**config.mk**
```make
export PLATFORM = sky130hd
export DESIGN_NAME = clk_div_multi
export DESIGN_NICKNAME = d
export VERILOG_FILES = /design/src/rtl/clk_div_multi.sv
export SDC_FILE = /design/constraint.sdc
export NUM_CORES = 1
export LEC_CHECK = 0
export ABC_AREA = 1
export CAP_MARGIN = 40
export CELL_PAD_IN_SITES_DETAIL_PLACEMENT = 1
export CELL_PAD_IN_SITES_GLOBAL_PLACEMENT = 2
export CORE_MARGIN = 2
export CORE_UTILIZATION = 35
export DETAILED_ROUTE_END_ITERATION = 6
export GPL_TIMING_DRIVEN = 0
export PLACE_DENSITY = 0.76
export SETUP_SLACK_MARGIN = 0.15
export SLEW_MARGIN = 20
export SYNTH_ARGS = -nofsm -noshare
export SYNTH_HDL_FRONTEND = slang
export SYNTH_SLANG_ARGS = --single-unit
```
**constraint.sdc**
```tcl
create_clock -name clk -period 2.37 [get_ports clk]
set_input_delay 0.237 -clock clk [delete_from_list [all_inputs] [get_ports clk]]
set_output_delay 0.237 -clock clk [all_outputs]
set_load 0.01 [all_outputs]
```
**src/rtl/clk_div_multi.sv**
```systemverilog
// rtl/clk_div_multi.sv - N_CH independent programmable square-wave dividers with tick strobes
module clk_div_multi #(
   parameter int N_CH = 4,
   parameter int CH_W = 2,
   parameter int WIDTH = 16,
   parameter logic [WIDTH-1:0] DEFAULT_HALF = 16'd50000
) (
   input  logic              clk,
   input  logic              reset,
   input  logic [N_CH-1:0]   ch_en,
   input  logic              sync,
   input  logic              wr_en,
   input  logic [CH_W-1:0]   wr_ch,
   input  logic [WIDTH-1:0]  wr_half,
   output logic [N_CH-1:0]   clk_out,
   output logic [N_CH-1:0]   tick,
   output logic [N_CH-1:0]   active
);

   logic [WIDTH-1:0] half [N_CH];
   logic [WIDTH-1:0] cnt  [N_CH];
   logic [N_CH-1:0]  wr_sel;

   // Out-of-range channel numbers match no channel and are thus ignored.
   always_comb begin
      wr_sel = '0;
      for (int i = 0; i < N_CH; i++) begin
         wr_sel[i] = wr_en && (32'(wr_ch) == i);
      end
   end

   always_comb begin
      active = '0;
      for (int i = 0; i < N_CH; i++) begin
         active[i] = ch_en[i] && (half[i] != '0);
      end
   end

   always_ff @(posedge clk or negedge reset) begin
      if (!reset) begin
         clk_out <= '0;
         tick    <= '0;
         for (int i = 0; i < N_CH; i++) begin
            half[i] <= DEFAULT_HALF;
            cnt[i]  <= '0;
         end
      end else begin
         for (int i = 0; i < N_CH; i++) begin
            if (wr_sel[i]) begin
               half[i] <= wr_half;
            end
            // Hold and restart share the same effect; restart beats a terminal-count toggle.
            if (!ch_en[i] || (half[i] == '0) || sync || wr_sel[i]) begin
               cnt[i]     <= '0;
               clk_out[i] <= 1'b0;
               tick[i]    <= 1'b0;
            end else if (cnt[i] == half[i] - 1'b1) begin
               cnt[i]     <= '0;
               clk_out[i] <= ~clk_out[i];
               tick[i]    <= ~clk_out[i];
            end else begin
               cnt[i]  <= cnt[i] + 1'b1;
               tick[i] <= 1'b0;
            end
         end
      end
   end

endmodule

```
==> results of run 1 <==
-- worst reg2reg max path, stage by stage (launching register included) --
cell and delay [ns]:
sky130_fd_sc_hd__dfrtp_1 0.41, sky130_fd_sc_hd__inv_2 0.10, sky130_fd_sc_hd__ha_4 0.19, sky130_fd_sc_hd__nand2_8 0.07, sky130_fd_sc_hd__nor2_8 0.11, sky130_fd_sc_hd__buf_8 0.14, sky130_fd_sc_hd__xor2_4 0.16, sky130_fd_sc_hd__nand3_2 0.10
sky130_fd_sc_hd__nor3_4 0.28, sky130_fd_sc_hd__nand2_2 0.11, sky130_fd_sc_hd__nand2_4 0.13, sky130_fd_sc_hd__clkbuf_16 0.17, sky130_fd_sc_hd__nor2_2 0.03
-- cell usage in the layout, fill, tap and decap left out, types with 24 or more instances in the layout --
master	n
sky130_fd_sc_hd__buf_4	29
sky130_fd_sc_hd__clkdlybuf4s50_1	32
sky130_fd_sc_hd__dfrtp_1	110
sky130_fd_sc_hd__dfstp_2	24
sky130_fd_sc_hd__inv_1	164
sky130_fd_sc_hd__nand2_1	367
sky130_fd_sc_hd__nand3_1	88
sky130_fd_sc_hd__nand4_1	31
sky130_fd_sc_hd__nor2_1	185
sky130_fd_sc_hd__nor2_2	26
sky130_fd_sc_hd__o21ai_0	66
sky130_fd_sc_hd__xnor2_1	38
sky130_fd_sc_hd__xor2_1	56
-- worst max-delay path by stage --
stage                            to  depth (start not counted)      from
after detailed placement    cnt[24]                         10  wr_ch[1]
after global placement       cnt[5]                          1     reset
after CTS                 active[2]                          8  half[16]
after global routing      active[2]                          8  half[16]
final                     active[2]                          8  half[16]
after floorplan             cnt[43]                         14  half[32]
-- per-stage QoR --
step | setup WS [ns] | power (mW) | hold slack [ns]
floorplan | 0.428 | 4.00 | -0.0586
global placement | -4.91 | 4.49 | 0.488
detailed placement | -0.303 | 4.53 | 0.227
CTS | 0.00928 | 7.58 | 0.361
global route | 0.0487 | 8.11 | 0.391
finish | 0.173 | 7.65 | 0.326
-- kinds of logic after synthesis --
family,count (synthesis),synth area share [%]
compound gates,82,4.56
mux,1,0.124
flops,136,37.9
simple gates,792,38.5
xor+xnor,95,9.27
buf+inv,194,8.57
fa+ha+maj,8,1.11
-- cell type report --
class                   instances  area (um2)
fillers                      3236       14200
multi-input cells             978        5140
flip-flops and latches        136        3440
repair buffers                 71         686
inverters                     174         656
clock buffers                  23         488
well taps                     330         413
clock inverters                 8         143
plain buffers                  20         128
-- registers in the layout, indices dropped and copies added, names as in the netlist --
register and cells:
cnt 64, half 64, clk_out 4, tick 4
-- per-layer routing --
metal	routed length [um]	track usage [%]	vias to the layer above	part of all wire, %
met1	13000	28.0	3999	49
met5	0	0	-	0
met2	12900	35.1	61	48
li1	-	-	4242	-
met3	642	2.96	17	2.4
met4	260	4.74	0	0.97
-- timing repair --
item / CTS / global route
cloned: 0 / 1
setup buffers: 7 / 24
hold buffers: 1 / 0
hold endpoints to repair: 54 / 0
resized for setup: 47 / 45
setup endpoints to repair: 44 / 57
pin swaps: 5 / 18
-- where the power goes --
part	leakage [nW]	switching, mW	internal (mW)	total [mW]
Combinational	3.12	1.17	0.737	1.90
Sequential	1.74	0.271	2.56	2.83
Clock	0.309	1.05	1.86	2.91
==> flow_summary.yaml, run 1 <==
outcome:
  run_status: "completed"
synthesis:
  synth.distinct_cells: 36
  synth.avg_cell_area_um2: 6.92
  ys_seq_elements: 136
  synth_most_common_cell: "sky130_fd_sc_hd__nand2_1"
  post_synth_instance_area_um2: 9050
  netlist.area_leader.share_pct: 31.0
  synth-edff-count: 0
  mappedNetlistNets: 1342
  fraction_of_the_yosys_area_taken_by_sequential_cells_pct: 37.9
  netlist_top_cells_area: "sky130_fd_sc_hd__dfrtp_1 31%, sky130_fd_sc_hd__nand2_1 16%, sky130_fd_sc_hd__nor2_1 8.3%"
  synthesis.instances: 1308
  synth.largest_area_cell: "sky130_fd_sc_hd__dfrtp_1"
  share_of_flip_flops_with_an_asynchronous_set_or_reset_after_synthesis_pct: 100
  netlist_top_cells_count: "375 x sky130_fd_sc_hd__nand2_1, 201 x sky130_fd_sc_hd__nor2_1, 174 x sky130_fd_sc_hd__inv_1"
  postSynth.topFlopCell: "sky130_fd_sc_hd__dfrtp_1"
  synth.yosys.warnings: 0
layout:
  design_area_um2: 11100
  area_delta_synth_final_pct: 22.5
  antenna-diode-count: 0
  total_nets_final: 1432
  finish.cell_count_without_fillers: 1740
  finish.utilization_pct: 43.8
  drive_above_1_share_pct: 14.4
drt:
  avgRoutedWirePerCell_um: 15.4
  routed-via-count: 8319
  drt_first_pass_iters: 4
  vias_per_cell: 4.78
  routed_wl_mm: 26.9
  drt-initial-drc-count: 369
  drt.antenna.violating_nets: 0
  drc: 0
worst_hold_path:
  class_of_the_worst_hold_path: "in2async"
global_route:
  grt_pass1_wl_mm: 43.9
  grt_max_degree: 71
  globalRoute.totalOverflow: 0
  initial_antenna_violation_count: 0
  first_global_vias: 8533
  grt_use_total_pct: 20.7
placement:
  dpl_cell_area_um2: 9870
  place_inst: 1676
  gpl.final_weighted_congestion: 0.800
  dp.final_hpwl_mm: 20.8
  placement.io_buffers: 37
floorplanning:
  core_um2: 25300
  die_x_um: 165
  rows: 58
  start_util_pct: 35.8
  pin_count: 38
  chipHeight_um: 165
  die_area_um2: 27200
clock_network:
  cts_root_buf: "sky130_fd_sc_hd__clkbuf_16"
  clock_insertion_delay_worst_skew_ns: 0.43
  clock_path_buffers: 2
  cts_sinks: 136
  cts_tree: "done"
  cts-buffers-inserted: 17
  h_tree_levels: 4
  path_clk_slew_ns: 0.06
sta:
  skew_ns: 0.0121
  finalSetupViolCount: 0
  totalNegativeSetupSlack_ns: 0
  finalMaxSlewViolations: 0
  grt_setup_unrepaired: "yes"
  post-route-min-period_ns: 2.20
  max-slew-margin-rel_pct: 50.0
  maxClockFrequency_ghz: 0.455
  finalCritPeriodShare_pct: 92.7
  worst_slew_pin_slew_ns: 0.746
  finalHoldViolCount: 0
setup_path:
  r2r_setup_slack_ns: 0.25
  worstPathArrival_ns: 1.96
  critPathMaxFanout: 4
  start_kind: "flop"
  worst_r2r_endpoint: "cnt[39]"
  critical_path.reg2reg.startpoint: "half[33]"
  timing.critical_path.max_delay_family: "simple AND/OR/NAND/NOR gates"
  length_in_cells_of_the_worst_reg_to_reg_path: 12
  worstPathCellList: "inv_2, ha_4, nand2_2, nor2_4, nand2_2, nor2_4, a21boi_1, dlygate4sd2_1"
  slowest_stage: "sky130_fd_sc_hd__dfrtp_1"
  cp.required_ns: 2.13
  delay_of_the_slowest_critical_path_stage_ns: 0.39
  critical_path_buf_inv_count: 2
  critical_path_class: "reg2out"
  setup.worst_path.end_class: "output port"
power_and_ir_drop:
  p_per_area_nw_per_um2: 690
  power_leakage_nw: 5.16
  irDropWorstVdd_mv: 0.302
job:
  timing.max_cap.violations: 0
Note: power is estimated with default switching activity, not from simulation.
==> run 2, diff against run 1 <==
==> constraint.sdc (replaced) <==
create_clock -name clk -period 2.3 [get_ports clk]
set_input_delay 0.23 -clock clk [delete_from_list [all_inputs] [get_ports clk]]
set_output_delay 0.23 -clock clk [all_outputs]
set_load 0.01 [all_outputs]
==> run 2 against run 1 <==
First-iteration DRC count decreased by 11%. Sequential power is 4% higher. Non-clock buffer count increased by 7. Clock power rose by 3%. Critical path depth fell by 2. Setup slack better by 0.095 ns. Critical path type is now in2reg. Combinational power grew 7%. Clock-buffer cell count is the same. Largest power group unchanged. Highest routed layer unchanged. Register-to-register slack better by 0.03 ns.
==> flow_summary.yaml, run 2 (synthesized netlist as in run 1, its figures left out) <==
setup_path:
  critPathMaxFanout: 10
  critical_path_class: "in2reg"
  cp.required_ns: 2.64
  worstPathArrival_ns: 2.38
  start_kind: "input port"
  setup.worst_path.end_class: "flop"
job:
  timing.max_cap.violations: 0
sta:
  skew_ns: 0.00984
  maxClockFrequency_ghz: 0.492
  max-slew-margin-rel_pct: 48.3
  post-route-min-period_ns: 2.03
  worst_slew_pin_slew_ns: 0.771
  finalMaxSlewViolations: 0
  grt_setup_unrepaired: "yes"
  finalHoldViolCount: 0
  finalSetupViolCount: 0
  finalCritPeriodShare_pct: 88.4
  final_worst_hold_slack_ns: 0.325
global_route:
  initial_antenna_violation_count: 0
  grt_max_degree: 71
  first_global_vias: 8632
  grt_use_total_pct: 21.0
  grt_pass1_wl_mm: 44.5
  globalRoute.totalOverflow: 0
drt:
  routed-via-count: 8420
  routed_wl_mm: 27.2
  drt_first_pass_iters: 4
  drc: 0
  drt-initial-drc-count: 329
  avgRoutedWirePerCell_um: 15.6
  vias_per_cell: 4.82
  drt.antenna.violating_nets: 0
floorplanning:
  die_x_um: 165
  core_um2: 25300
  chipHeight_um: 165
  die_area_um2: 27200
  start_util_pct: 35.8
  rows: 58
  pin_count: 38
power_and_ir_drop:
  power_leakage_nw: 5.23
  p_per_area_nw_per_um2: 708
  irDropWorstVdd_mv: 0.310
layout:
  mostFrequentLayoutCells: "359 x sky130_fd_sc_hd__nand2_1, 178 x sky130_fd_sc_hd__nor2_1, 162 x sky130_fd_sc_hd__inv_1"
  area_delta_synth_final_pct: 24.4
  total_nets_final: 1439
  finish.cell_count_without_fillers: 1747
  antenna-diode-count: 0
  largestRegisters: "cnt x64, half x64"
  most_common_cell_after_layout_fill_and_taps_aside: "sky130_fd_sc_hd__nand2_1"
  drive_above_1_share_pct: 17.0
  fillers: 3211
clock_network:
  cts_sinks: 136
  h_tree_levels: 4
  clock_insertion_delay_worst_skew_ns: 0.43
  cts-buffers-inserted: 17
  path_clk_slew_ns: 0.06
  clock_path_buffers: 2
  cts_tree: "done"
  cts_root_buf: "sky130_fd_sc_hd__clkbuf_16"
placement:
  placement.io_buffers: 37
  place_inst: 1676
  dp.final_hpwl_mm: 20.8
  gpl.final_weighted_congestion: 0.800
outcome:
  run_status: "completed"
worst_hold_path:
  class_of_the_worst_hold_path: "in2async"
==> run 2: cell count changes in the layout (fill, tap and decap cells not counted), moves of 3 or more <==
cell                            change
sky130_fd_sc_hd__buf_4              +7
sky130_fd_sc_hd__clkbuf_2           +3
sky130_fd_sc_hd__dfrtp_1            -5
sky130_fd_sc_hd__dfrtp_2            +5
sky130_fd_sc_hd__dlygate4sd2_1      -4
sky130_fd_sc_hd__nand2_1            -8
sky130_fd_sc_hd__nand2_2            +5
sky130_fd_sc_hd__nand2_4            +3
sky130_fd_sc_hd__nand3_1            -4
sky130_fd_sc_hd__nand3_2            +3
sky130_fd_sc_hd__nor2_1             -7
sky130_fd_sc_hd__nor2_2             +3
sky130_fd_sc_hd__nor2_4             +4
==> run 2: layout make-up <==
cell class                      count  area (um2)  area share (%)
Multi-Input combinational cell    978        5260            46.7
Buffer                             20         135            1.20
Clock buffer                       23         488            4.33
Timing Repair Buffer               78         728            6.46
Tap cell                          330         413            3.67
Sequential cell                   136        3440            30.6
Clock inverter                      8         143            1.27
Inverter                          174         656            5.82
==> run 2: repair_timing <==
item,4_1_cts,5_1_grt
buffers inserted,17,21
pin swaps,10,23
hold buffers,1,0
gates resized for setup,64,73
gates cloned,0,1
endpoints found under the hold margin,54,0
setup endpoints to repair,68,62
==> run 2: worst paths after layout <==
kind / cells after the start / slack (ns) / end / from
worst max-delay path: 6 / 0.27 / half[41] / wr_ch[0]
worst min-delay path: 2 / 0.33 / cnt[46] / reset
worst max register to register: 15 / 0.28 / cnt[39] / half[33]
worst min register to register: 1 / 0.50 / cnt[0] / cnt[0]
max in group asynchronous: 3 / 1.18 / half[22] / reset
min in group clk: 3 / 0.41 / half[45] / wr_half[13]
==> run 2: stage by stage <==
stage               setup TNS, ns  instance area (um2)  util, %  power, mW  setup WS (ns)
global placement          -636.48                 9840     38.8       4.63          -4.97
CTS                             0                10900     42.8       7.87          0.144
floorplan                       0                 9050        -       4.12          0.358
finish                          0                11300     44.5       7.97          0.268
detailed placement          -7.86                 9870     39.0       4.67         -0.366
global route                    0                11300     44.5       8.46          0.119
==> run 2: where the power goes <==
group | total, mW | leakage [nW] | switching, mW | internal, mW
clock | 3.00 | 0.309 | 1.08 | 1.92
combinational | 2.04 | 3.18 | 1.24 | 0.797
sequential | 2.93 | 1.73 | 0.288 | 2.64
total | 7.97 | 5.23 | 2.61 | 5.36
==> run 2: critical path, stage by stage <==
cell	delay (ns)
sky130_fd_sc_hd__clkdlybuf4s50_1	0.55
sky130_fd_sc_hd__inv_1	0.12
sky130_fd_sc_hd__nor3_2	0.64
sky130_fd_sc_hd__inv_1	0.29
sky130_fd_sc_hd__clkbuf_1	0.30
sky130_fd_sc_hd__o21ai_0	0.24
==> run 2: metal layers <==
metal  part of all wire, %  track usage (%)  vias up
li1                      -                -     4266
met5                     0                0        -
met4                   1.1             4.74        0
met1                    47             28.3     4055
met2                    49             35.9       79
met3                   3.5             2.96       20
